==> config.mk <==
export PLATFORM = sky130hd
export DESIGN_NAME = mem_access_unit
export DESIGN_NICKNAME = d
export VERILOG_FILES = /design/src/rtl/mem_access_unit.sv
export SDC_FILE = /design/constraint.sdc
export NUM_CORES = 1
export LEC_CHECK = 0
export CAP_MARGIN = 20
export CORE_MARGIN = 3
export CORE_UTILIZATION = 45
export CTS_CLUSTER_DIAMETER = 150
export CTS_CLUSTER_SIZE = 28
export DETAILED_ROUTE_END_ITERATION = 10
export PLACE_DENSITY = 0.8
export SLEW_MARGIN = 15
export SYNTH_ARGS = -nofsm -noshare
export SYNTH_HDL_FRONTEND = slang
export SYNTH_SLANG_ARGS = --single-unit
==> constraint.sdc <==
create_clock -name Clk -period 2.5 [get_ports Clk]
set_input_delay 0.5 -clock Clk [delete_from_list [all_inputs] [get_ports Clk]]
set_output_delay 0.5 -clock Clk [all_outputs]
set_load 0.05 [all_outputs]
==> src/rtl/mem_access_unit.sv <==
// MEM-stage data-memory access engine: aligns stores/loads onto a req/ack bus,
// sign-extends load data, stalls the pipeline and flags misalign/timeout.
// Ports:
//   Clk, Rst_n                      clock, async active-low reset
//   ALUResultIN, readData2IN        byte address, store data
//   MemReadIN, MemWriteIN           size codes (00 none, 01 W, 10 H, 11 B)
//   StallOUT                        hold upstream pipeline registers
//   MemReq/We/Addr/Wdata/Be         bus request outputs
//   MemAck, MemRdata                bus completion and read data
//   ReadDataOUT, ReadValidOUT       load result and its valid pulse
//   MisalignOUT, BusErrorOUT        error pulses
module mem_access_unit #(
   parameter int unsigned ACK_TIMEOUT = 255
) (
   input  logic        Clk,
   input  logic        Rst_n,
   input  logic [31:0] ALUResultIN,
   input  logic [31:0] readData2IN,
   input  logic [1:0]  MemReadIN,
   input  logic [1:0]  MemWriteIN,
   output logic        StallOUT,
   output logic        MemReq,
   output logic        MemWe,
   output logic [31:0] MemAddr,
   output logic [31:0] MemWdata,
   output logic [3:0]  MemBe,
   input  logic        MemAck,
   input  logic [31:0] MemRdata,
   output logic [31:0] ReadDataOUT,
   output logic        ReadValidOUT,
   output logic        MisalignOUT,
   output logic        BusErrorOUT
);

   typedef enum logic [1:0] {
      S_IDLE = 2'd0,
      S_BUSY = 2'd1,
      S_DONE = 2'd2
   } state_e;

   localparam logic [7:0] TO_LAST = 8'(ACK_TIMEOUT - 1);

   state_e      state_q, state_d;
   logic [7:0]  cnt_q, cnt_d;
   logic [31:0] addr_q, addr_d;
   logic        we_q, we_d;
   logic [3:0]  be_q, be_d;
   logic [31:0] wdata_q, wdata_d;
   logic [1:0]  size_q, size_d;
   logic [1:0]  off_q, off_d;
   logic [31:0] rdata_q, rdata_d;
   logic        rvalid_q, rvalid_d;
   logic        mis_q, mis_d;
   logic        berr_q, berr_d;

   logic        is_st;
   logic        op_vld;
   logic [1:0]  size_in;
   logic [1:0]  off_in;
   logic        misal;
   logic [3:0]  be_in;
   logic [31:0] wd_in;
   logic [7:0]  ld_b;
   logic [15:0] ld_h;
   logic [31:0] ld_ext;

   // Store wins when both size codes are nonzero.
   assign is_st   = |MemWriteIN;
   assign op_vld  = is_st | (|MemReadIN);
   assign size_in = is_st ? MemWriteIN : MemReadIN;
   assign off_in  = ALUResultIN[1:0];

   always_comb begin
      misal = 1'b0;
      be_in = 4'b1111;
      wd_in = readData2IN;
      unique case (size_in)
         2'b01: begin
            misal = |off_in;
         end
         2'b10: begin
            misal = off_in[0];
            be_in = off_in[1] ? 4'b1100 : 4'b0011;
            wd_in = {2{readData2IN[15:0]}};
         end
         2'b11: begin
            be_in = 4'b0001 << off_in;
            wd_in = {4{readData2IN[7:0]}};
         end
         default: begin
            misal = 1'b0;
         end
      endcase
   end

   // Lane select uses the offset latched at request time.
   always_comb begin
      ld_b = MemRdata[8*off_q +: 8];
      ld_h = off_q[1] ? MemRdata[31:16] : MemRdata[15:0];
      unique case (size_q)
         2'b10:   ld_ext = {{16{ld_h[15]}}, ld_h};
         2'b11:   ld_ext = {{24{ld_b[7]}}, ld_b};
         default: ld_ext = MemRdata;
      endcase
   end

   always_comb begin
      state_d  = state_q;
      cnt_d    = cnt_q;
      addr_d   = addr_q;
      we_d     = we_q;
      be_d     = be_q;
      wdata_d  = wdata_q;
      size_d   = size_q;
      off_d    = off_q;
      rdata_d  = rdata_q;
      rvalid_d = 1'b0;
      mis_d    = 1'b0;
      berr_d   = 1'b0;
      StallOUT = 1'b0;
      unique case (state_q)
         S_IDLE: begin
            if (op_vld) begin
               if (misal) begin
                  mis_d = 1'b1;
               end else begin
                  StallOUT = 1'b1;
                  addr_d   = {ALUResultIN[31:2], 2'b00};
                  we_d     = is_st;
                  be_d     = be_in;
                  wdata_d  = is_st ? wd_in : 32'd0;
                  size_d   = size_in;
                  off_d    = off_in;
                  cnt_d    = 8'd0;
                  state_d  = S_BUSY;
               end
            end
         end
         S_BUSY: begin
            StallOUT = 1'b1;
            if (MemAck) begin
               state_d = S_DONE;
               if (!we_q) begin
                  rdata_d  = ld_ext;
                  rvalid_d = 1'b1;
               end
            end else if (cnt_q == TO_LAST) begin
               state_d = S_DONE;
               berr_d  = 1'b1;
               rdata_d = 32'd0;
            end else begin
               cnt_d = cnt_q + 8'd1;
            end
         end
         S_DONE: begin
            // Inputs still show the finished op; it must not restart.
            cnt_d   = 8'd0;
            state_d = S_IDLE;
         end
         default: begin
            state_d = S_IDLE;
         end
      endcase
   end

   always_ff @(posedge Clk or negedge Rst_n) begin
      if (!Rst_n) begin
         state_q  <= S_IDLE;
         cnt_q    <= 8'd0;
         addr_q   <= 32'd0;
         we_q     <= 1'b0;
         be_q     <= 4'd0;
         wdata_q  <= 32'd0;
         size_q   <= 2'd0;
         off_q    <= 2'd0;
         rdata_q  <= 32'd0;
         rvalid_q <= 1'b0;
         mis_q    <= 1'b0;
         berr_q   <= 1'b0;
      end else begin
         state_q  <= state_d;
         cnt_q    <= cnt_d;
         addr_q   <= addr_d;
         we_q     <= we_d;
         be_q     <= be_d;
         wdata_q  <= wdata_d;
         size_q   <= size_d;
         off_q    <= off_d;
         rdata_q  <= rdata_d;
         rvalid_q <= rvalid_d;
         mis_q    <= mis_d;
         berr_q   <= berr_d;
      end
   end

   // Bus outputs are quiet outside BUSY so reset drops them at once.
   assign MemReq       = (state_q == S_BUSY);
   assign MemWe        = MemReq & we_q;
   assign MemAddr      = MemReq ? addr_q : 32'd0;
   assign MemWdata     = MemReq ? wdata_q : 32'd0;
   assign MemBe        = MemReq ? be_q : 4'd0;
   assign ReadDataOUT  = rdata_q;
   assign ReadValidOUT = rvalid_q;
   assign MisalignOUT  = mis_q;
   assign BusErrorOUT  = berr_q;

endmodule

# [Yosys cells after proc, flatten, opt, wreduce, memory -nomap -nowiden]
# Cells that the tools add are included.
[word_totals] word_cells=78 out_inout_bits=106 ff_bits=116 inputBits=103
[classes] n_eq_ne=14 mux=36 bitwise=3 shift=2 n_addsub=1 reduce_logical=10
[ops] cell="32-bit two-way mux" n=6
[ops] cell="32-bit case mux with 2 select lines" n=2
[ops] cell="8-bit two-way mux" n=4
[ops] cell="32-bit by 6-bit variable part select with 8-bit output" n=1
[ops] cell="8-bit case mux with 3 select lines" n=1
[ops] cell="16-bit two-way mux" n=1
[ops] cell="1-bit two-way mux" n=11
[ops] cell="2-bit equality test (second input constant)" n=5
[ops] cell="2-bit two-way mux" n=5
[ops] cell="2-bit != test (second input constant)" n=5
[ops] cell="3-bit AND reduction" n=3
[ops] cell="8-bit by 1-bit adder with 8-bit output (second input constant)" n=1
[ops] cell="8-bit equality test (second input constant)" n=1
[ops] cell="4-bit two-way mux" n=2
[ops] cell="4-bit case mux with 2 select lines" n=1
[ops] cell="2-bit OR reduction" n=3
[ops] cell="5-bit AND reduction" n=1
[ops] cell="2-bit by 1-bit equality test with 1-bit output (second input constant)" n=2
[ops] cell="1-bit case mux with 2 select lines" n=2
[ops] cell="2-bit case mux with 2 select lines" n=1
[ops] cell="1-bit by 2-bit << shifter with 4-bit output (first input constant)" n=1
[ops] cell="3-bit by 1-bit != test with 1-bit output (second input constant)" n=1
[ops] cell="3-bit nonzero test" n=1
[ops] cell="2-bit logical NOT" n=1
[ops] cell="4 further kinds" n=4

# [Longest topological paths before layout]
# Gate-level depths: netlist of run 1.
[depth] depth_word=7 mapped_depth=11

# [Worst setup path after synthesis of run 1]
# Ideal clock, no wire load.
[synth_path] path_kind="input-to-output" from="input port MemWriteIN[0]" to="output port StallOUT" path_slack_ps=-116 cell_stages=8 n_path_buf=0 t_required_ps=2000 arrival_ps=2116 path_cell_list="inv_1 -> a21oi_1 -> inv_1 -> ha_1 -> nand3b_1 -> o311a_2 -> nor2_1 -> nor2_1"
[synth_via] elab_chain_len=7 word_cells_on_any_way=9 cone_classes="eq/ne: 2; mux: 5; bitwise: 1; reduce/logical: 1"
[synth_rtl] item="start: declaration" line="20" text="input logic [1:0] MemWriteIN,"
[synth_rtl] item="2-bit OR reduction (*)" line="68" text="assign is_st = |MemWriteIN;"
[synth_rtl] item="2-bit two-way mux (*)" line="70" text="assign size_in = is_st ? MemWriteIN : MemReadIN;"
[synth_rtl] item="net size_in[1]" line="58" text="logic [1:0] size_in;"
[synth_rtl] item="2-bit equality test / 2-bit by 1-bit equality test with 1-bit output (equally long branches)" line="77" text="unique case (size_in)"
[synth_rtl] item="1-bit case mux with 2 select lines (*)" line="77"
[synth_rtl] item="1-bit two-way mux (*)" line="124" text="if (misal) begin"
[synth_rtl] item="1-bit two-way mux (*)" line="123" text="if (op_vld) begin"
[synth_rtl] item="1-bit case mux with 2 select lines (*)" line="121" text="unique case (state_q)"
[synth_rtl] item="end: declaration" line="21" text="output logic StallOUT,"
# The timed path passes the listed nets; every way through them passes the cells marked *.

# [Worst setup path after layout of run 1]
[layout_path] from="input port MemWriteIN[0]" to="output port StallOUT"
[layout_via] elab_chain_len=7 word_cells_on_any_way=9 cone_classes="eq/ne: 2; mux: 5; bitwise: 1; reduce/logical: 1"
[layout_rtl] item="2-bit OR reduction" line="68"
[layout_rtl] item="2-bit two-way mux" line="70"
[layout_rtl] item="2-bit equality test / 2-bit by 1-bit equality test with 1-bit output (equally long branches)" line="77"
[layout_rtl] item="1-bit case mux with 2 select lines" line="77"
[layout_rtl] item="1-bit two-way mux" line="124"
[layout_rtl] item="1-bit two-way mux (*)" line="123"
[layout_rtl] item="1-bit case mux with 2 select lines (*)" line="121"
# Every way passes the cells marked *; elsewhere a longest branch is shown, timed or not.

==> reports/qor.json, run 1 <==
{
  "post_layout_nonfiller_instances": {"value": 1048},
  "cts-buffers-inserted": {"value": 17},
  "drive_gt1_share": {"value": 18.7, "unit": "%"},
  "fp-row-count": {"value": 41},
  "power.density_cell_area": {"value": 1430, "unit": "nW/um2"},
  "cts_num_sinks": {"value": 116},
  "ant_nets": {"value": 0},
  "critical_path_endpoint_category": {"value": "primary output"},
  "dpl.cell_count": {"value": 1013},
  "global_route.overflow_total": {"value": 0},
  "share_comb_of_total_power": {"value": 58.5, "unit": "%"},
  "grtUsageTotal": {"value": 27.9, "unit": "%"},
  "io_pins": {"value": 209},
  "fin_total_pwr": {"value": 13.7, "unit": "mW"},
  "synth_seq_cells": {"value": 116},
  "maximum_number_of_pins_on_one_net_before_global_route_repair": {"value": 72},
  "final_hold_violation_count": {"value": 0},
  "syn-instance-count": {"value": 639},
  "cts_root_buf": {"value": "clkbuf_16"},
  "hold_slack": {"value": 0.468, "unit": "ns"},
  "timing.max_cap.violations": {"value": 0},
  "number_of_synthesized_flops_with_an_enable_pin": {"value": 0},
  "cellInternalPower": {"value": 7.64, "unit": "mW"},
  "drt-initial-drc-count": {"value": 554},
  "setup.worst_path.class": {"value": "in -> out"},
  "cts.path.max_buffers": {"value": 2},
  "post-route-util": {"value": 75.7, "unit": "%"},
  "drt-total-wl": {"value": 19.4, "unit": "mm"},
  "post_drt_via_cell_ratio": {"value": 5.49},
  "pwr-share-clk": {"value": 17.8, "unit": "%"},
  "syn_to_final_growth": {"value": 63.8, "unit": "%"},
  "antenna-diode-count": {"value": 0},
  "clk-insertion-delay-late": {"value": 0.42, "unit": "ns"},
  "clk_pin_slew": {"value": 0.05, "unit": "ns"},
  "fp.dieW": {"value": 120, "unit": "um"},
  "port_buffers": {"value": 206},
  "via_count_of_the_first_global_routing_pass": {"value": 6078},
  "critPathLaunch": {"value": "MemWriteIN[0]"},
  "setup_slack_on_the_worst_flop_to_flop_path": {"value": 0.30, "unit": "ns"},
  "finalMaxSlewViolations": {"value": 0},
  "cts_max_level": {"value": 4},
  "worst-endpoint-arrival": {"value": 2.00, "unit": "ns"},
  "violations": {"value": "negative setup slack"},
  "final.min_clock_period": {"value": 2.50, "unit": "ns"},
  "fmax": {"value": 399, "unit": "MHz"},
  "global_route_wire_length_before_repair": {"value": 31.5, "unit": "mm"},
  "report.final.setup_viol": {"value": 1},
  "synth_area": {"value": 5850, "unit": "um2"},
  "crit-reg2reg-capture": {"value": "ReadDataOUT[22]"},
  "outcome": {"value": "finished, violations left"},
  "coreArea": {"value": 12700, "unit": "um2"},
  "crit-reg2reg-launch": {"value": "cnt_q[0]"},
  "final_critical_path_setup_slack": {"value": -0.00387, "unit": "ns"},
  "dr_wl_cell": {"value": 18.5, "unit": "um"},
  "fraction_of_the_cycle_the_final_worst_path_needs": {"value": 100, "unit": "%"},
  "total_leakage_power": {"value": 4.30, "unit": "nW"},
  "setup.worst_path.start_class": {"value": "input port"},
  "finalInstanceArea": {"value": 9590, "unit": "um2"},
  "peakVddDrop": {"value": 0.800, "unit": "mV"},
  "yosys_warnings": {"value": 0},
  "setup.worst_path.end": {"value": "StallOUT"},
  "synth.avg_cell_area": {"value": 9.16, "unit": "um2"},
  "critPathMaxFanout": {"value": 3},
  "synth.distinct_cells": {"value": 50},
  "postSynth.asyncResetShare": {"value": 100, "unit": "%"},
  "netSwitchingFraction": {"value": 44.3, "unit": "%"},
  "worstRegToRegCells": {"value": 8},
  "netSwitchingPower": {"value": 6.09, "unit": "mW"},
  "grt_antenna_before_repair": {"value": 0},
  "finalWeightedCongestion": {"value": 0.859},
  "synth_seq_area_share": {"value": 49.6, "unit": "%"},
  "worst_hold_path_type": {"value": "in -> async"},
  "finClkSkew": {"value": 0.0176, "unit": "ns"},
  "start_util": {"value": 46.2, "unit": "%"},
  "mostFrequentLayoutCells": {"value": "nand2_1 (133), clkdlybuf4s50_1 (132), dfrtp_1 (116)"},
  "floorplan.die.height": {"value": 120, "unit": "um"},
  "maxSlewHeadroom": {"value": 52.9, "unit": "%"},
  "mostFrequentLayoutCell": {"value": "nand2_1"},
  "remaining_drc_errors": {"value": 0},
  "worst_pin_slew": {"value": 0.706, "unit": "ns"},
  "dpl-instance-area": {"value": 8900, "unit": "um2"},
  "design.final.nets": {"value": 971},
  "power.sequential.fraction": {"value": 23.7, "unit": "%"},
  "dpl.hpwl": {"value": 13.9, "unit": "mm"},
  "synth_flop_cell": {"value": "dfrtp_1"},
  "rsz0062_at_grt": {"value": "true"},
  "routed-via-count": {"value": 5754},
  "required": {"value": 2.00, "unit": "ns"},
  "firstDrtPassIters": {"value": 5},
  "design.die.area": {"value": 14400, "unit": "um2"},
  "cts_tree": {"value": "done"}
}
kinds of logic (layout without fill, tap and decap cells):
| kind of cell | after synthesis | count (layout) | share of synthesized area, % |
|---|---|---|---|
| and+or+nand+nor | 298 | 298 | 23.5 |
| AOI/OAI and AO/OA | 146 | 146 | 17.7 |
| DFF | 116 | 116 | 49.6 |
| buffers and inverters | 58 | 294 | 5.32 |
| muxes | 13 | 13 | 2.44 |
| adders and majority gates | 5 | 5 | 1.07 |
| xor gates and xnor gates | 2 | 2 | 0.299 |
| other | 1 | 2 | 0.0641 |
synthesized netlist by cell type, types with 12 or more instances:
library cell  number  area [um2]
a22o_1            20         175
nor2_1            65         244
inv_1             18        67.6
o2bb2ai_1         32         280
mux2i_1           12         120
and2_1            69         432
clkbuf_1          12        45.0
o21ai_0           35         175
nand2_1          133         499
dfrtp_1          116        2900
a21oi_1           17        85.1
buf_2             15        75.1
worst max-delay path: stages:
cell	delay, ns
dlygate4sd2_1	0.25
buf_4	0.15
a21oi_4	0.18
ha_4	0.24
o311a_4	0.37
nor2_2	0.10
nor2_2	0.05
buf_6	0.15
cell type report:
cell class,instances,area (um2)
Tap cell,172,215
Clock inverter,8,97.6
Clock buffer,24,502
Inverter,19,71.3
Multi-Input combinational cell,466,2700
Timing Repair Buffer,243,3100
Sequential cell,116,2900
Fill cell,872,3080
registers in the layout, summed over array words and instances, names as in the netlist:
signal        count
size_q            2
BusErrorOUT       1
we_q              1
off_q             2
state_q           2
MisalignOUT       1
ReadValidOUT      1
wdata_q          32
cnt_q             8
be_q              4
ReadDataOUT      32
addr_q           30
through the flow:
stage | TNS [ns] | setup slack [ns]
after floorplan | 0 | 0.107
after global placement | -13.44 | -0.319
after detailed placement | -30.54 | -0.537
after CTS | 0 | 0.00193
after global routing | -0.0458 | -0.0458
final | -0.00387 | -0.00387
worst min-delay path by stage:
| stage | from | cells past startpoint | slack (ns) | end |
|---|---|---|---|---|
| after detailed placement | Rst_n | 1 | 0.35 | ReadDataOUT[17] |
| after floorplan | Rst_n | 0 | 0.20 | BusErrorOUT |
| after CTS | Rst_n | 2 | 0.46 | ReadDataOUT[17] |
| final | Rst_n | 2 | 0.47 | ReadDataOUT[17] |
| after global placement | Rst_n | 1 | 0.35 | ReadDataOUT[24] |
| after global routing | Rst_n | 2 | 0.48 | ReadDataOUT[28] |
power groups by stage:
stage / Sequential, mW / Combinational (mW) / Clock (mW)
after global routing: 3.35 / 8.49 / 2.57
after global placement: 3.20 / 7.85 / 0
after detailed placement: 3.24 / 8.00 / 0
after CTS: 3.23 / 8.07 / 2.47
after floorplan: 3.91 / 3.85 / 0
final: 3.25 / 8.04 / 2.44
what timing repair did:
| item | in CTS | in global routing |
|---|---|---|
| gates resized for setup | 16 | 3 |
| setup buffers | 2 | 0 |
| hold endpoints to repair | 10 | 0 |
| setup endpoints to repair | 16 | 38 |
| hold buffers | 1 | 0 |
| pin swaps | 5 | 1 |
routing by layer:
layer	vias up	GRT usage (%)	share of wire [%]
li1	2612	-	-
met1	2803	32.3	38
met2	280	49.3	51
met3	59	6.97	7.3
met4	0	11.2	3.6
met5	-	0	0
Note: power is estimated with default switching activity, not from simulation.
==> run 2, diff against run 1 <==
Settings changed: SLEW_MARGIN 15 to 20.
==> results of run 2 <==
Final layout, timing and power as in run 1 (identical DEF).
==> RTL edit: new RTL, config.mk and constraints of run 2 <==
`wdata_q` no longer has a reset.
--- a/src/rtl/mem_access_unit.sv
+++ b/src/rtl/mem_access_unit.sv
@@ -170,7 +170,6 @@
          addr_q   <= 32'd0;
          we_q     <= 1'b0;
          be_q     <= 4'd0;
-         wdata_q  <= 32'd0;
          size_q   <= 2'd0;
          off_q    <= 2'd0;
          rdata_q  <= 32'd0;
@@ -183,7 +182,6 @@
          addr_q   <= addr_d;
          we_q     <= we_d;
          be_q     <= be_d;
-         wdata_q  <= wdata_d;
          size_q   <= size_d;
          off_q    <= off_d;
          rdata_q  <= rdata_d;
@@ -191,6 +189,10 @@
          mis_q    <= mis_d;
          berr_q   <= berr_d;
       end
+   end
+
+   always_ff @(posedge Clk) begin
+      wdata_q <= wdata_d;
    end
 
    // Bus outputs are quiet outside BUSY so reset drops them at once.
Behaviour: same outputs for any inputs over 4 cycles, from zero or initial values and one cycle with Rst_n low; that may be too few to reach the edited logic, so the function may still have changed.
==> RTL edit against run 2 <==
Sequential cell count is the same; design area grew 2.1%; clock skew shrank 0.0056 ns; worst hold slack lost 0.38 ns; setup slack gained 0.017 ns; power grew 5.3%; critical path type unchanged; area after synthesis grew 3.1%; register-to-register slack gained 0.09 ns; routed wire length shrank 0.28%.
==> RTL edit: results (changes against run 2) <==
GRT
  – Vias in the first global route: 5559 (-8.5%)
  – Largest net degree at the start of global routing: 57 (-21%)
  – First-pass GRT wire length: 29.9 mm (-5.3%)
  – Initial antenna violation count: 0 (unchanged)
  – Global Route Usage Sum: 26.4% (-1.5 points)

Synth
  – Number of synthesized flops with an enable pin: 32 (+32)
  – Synth cell types: 56 (+12%)
  – Ys Warns: 0 (unchanged)
  – Syn Area/Cell: 11.1 um2 (+21%)
  – Synth top cells by count: dfrtp_1, and2_1, nand2_1, mux2_4, a21oi_1
  – Sequential area share after synthesis: 50.7% (+1.1 points)
  – Largest cells by area after synthesis: dfrtp_1, edfxtp_1, mux2_4
  – Asr flop ratio synth: 72.4% (-28 points)

Routing
  – Drt first pass iters: 5 (unchanged)
  – Vias after detailed routing: 5272 (-8.4%)
  – Average routed wire per standard cell: 20.3 um (+9.8%)
  – Vias per Instance: 5.54 (+0.86%)
  – Initial DRC Count: 468 (-16%)

Clocking
  – CTS max path bufs: 2 (unchanged)
  – Clock-pin slew on the worst setup and hold paths: 0.05 ns (about the same)
  – H-tree depth: 4 (unchanged)
  – Total CTS buffers: 17 (unchanged)
  – Clock root cell: clkbuf_16
  – Clk Latency, worst-skew pair: 0.42 ns (about the same)

Layout
  – Share of layout cells above drive strength 1: 25.1% (+6.4 points)
  – Diodes inserted: 0 (unchanged)
  – Filler cells: 810 (-7.1%)
  – Fin nets: 875 (-9.9%)

Power
  – Peak VDD IR: 0.711 mV (-11%)
  – NetSw: 6.18 mW (+1.5%)
  – LEAKAGE: 4.16 nW (-3.3%)

Placed design
  – PortBufs: 206 (unchanged)
  – Final GP Congestion: 0.933 (+8.6%)
  – DP Wirelength: 13.9 mm (about the same)
  – Post-Place Setup Slack: -0.596 ns (-0.0595 ns)
  – Placed insts: 917 (-9.5%)

Setup path
  – Worst stage delay on the critical path: 0.39 ns (+0.02 ns)
  – R2R cell count: 5 (-3)
  – CP top delay family: compound AO/OA/AOI/OAI gates
  – Max stage delay cell, worst path: o311ai_4
  – Worst EP arrival: 1.99 ns
  – CP max FO: 4 (+1)

Outcome
  – Status: finished clean

Timing
  – Slew @ Worst Pin: 0.659 ns (-0.0475 ns)
  – Worst Skew: 0.0120 ns (-0.00563 ns)

Worst hold path
  – Min-Delay Path Class: input pin to async pin
RTL edit: logic make-up after synthesis:
| group | Yosys count | synth area share (%) |
|---|---|---|
| xor gates and xnor gates | 2 | 0.290 |
| AOI/OAI and AO/OA | 135 | 16.1 |
| DFF | 116 | 50.7 |
| adders and majority gates | 5 | 1.04 |
| and+or+nand+nor | 190 | 16.9 |
| other | 1 | 0.0621 |
| muxes | 42 | 10.0 |
| buffers and inverters | 55 | 4.85 |
RTL edit: path summary, 6_finish.rpt:
kind	from	endpoint	slack (ns)
worst max-delay path	MemWriteIN[0]	StallOUT	0.01
worst min-delay path	Rst_n	ReadDataOUT[6]	0.09
worst max register to register	off_q[1]	ReadDataOUT[30]	0.39
worst min register to register	ReadDataOUT[8]	ReadDataOUT[8]	0.49
max in group asynchronous	Rst_n	addr_q[12]	1.82
min in group Clk	ReadDataOUT[8]	ReadDataOUT[8]	0.49
RTL edit: power groups by stage:
stage | sequential (mW) | combinational [mW] | clock (mW)
5_1_grt | 3.38 | 9.00 | 2.62
3_5_place_dp | 3.28 | 8.50 | 0
3_3_place_gp | 3.24 | 8.35 | 0
2_1_floorplan | 3.86 | 4.33 | 0
4_1_cts | 3.28 | 8.61 | 2.54
6_report | 3.29 | 8.66 | 2.52
RTL edit: layout make-up:
class | count | area, um2 | share of cell area, %
timing repair buffer | 239 | 3060 | 31.2
tap | 172 | 215 | 2.20
inverter | 17 | 77.6 | 0.792
sequential | 116 | 3060 | 31.3
clock buffer | 17 | 425 | 4.34
clock inverter | 15 | 189 | 1.93
multi-input combinational | 376 | 2760 | 28.2
RTL edit: timing repair:
| action | in CTS | in global routing |
|---|---|---|
| resized for setup | 25 | 4 |
| endpoints found under the setup margin | 71 | 3 |
| setup buffers | 2 | 1 |
| gates cloned | 0 | 1 |
| pin swaps | 4 | 4 |
RTL edit: worst reg2reg max path, delay by kind of cell, from the launching register on:
kind / cells / cell delay [ns]
mux: 1 / 0.42
flops: 1 / 0.66
buf+inv: 1 / 0.24
compound gates: 3 / 0.66
RTL edit: stage by stage:
| stage | area [um2] | hold slack [ns] |
|---|---|---|
| after floorplan | 6090 | 0.204 |
| after global placement | 9090 | 0.475 |
| after detailed placement | 9090 | 0.478 |
| after CTS | 9770 | 0.0952 |
| after global routing | 9790 | 0.122 |
| final | 9790 | 0.0902 |
RTL edit: per-layer routing:
| layer | track usage (%) | part of all wire (%) | vias to the layer above |
|---|---|---|---|
| met5 | 0 | 0 | - |
| met4 | 14.1 | 4.6 | 0 |
| met3 | 6.82 | 7.0 | 61 |
| met2 | 43.4 | 50 | 245 |
| met1 | 31.8 | 38 | 2571 |
| li1 | - | - | 2395 |
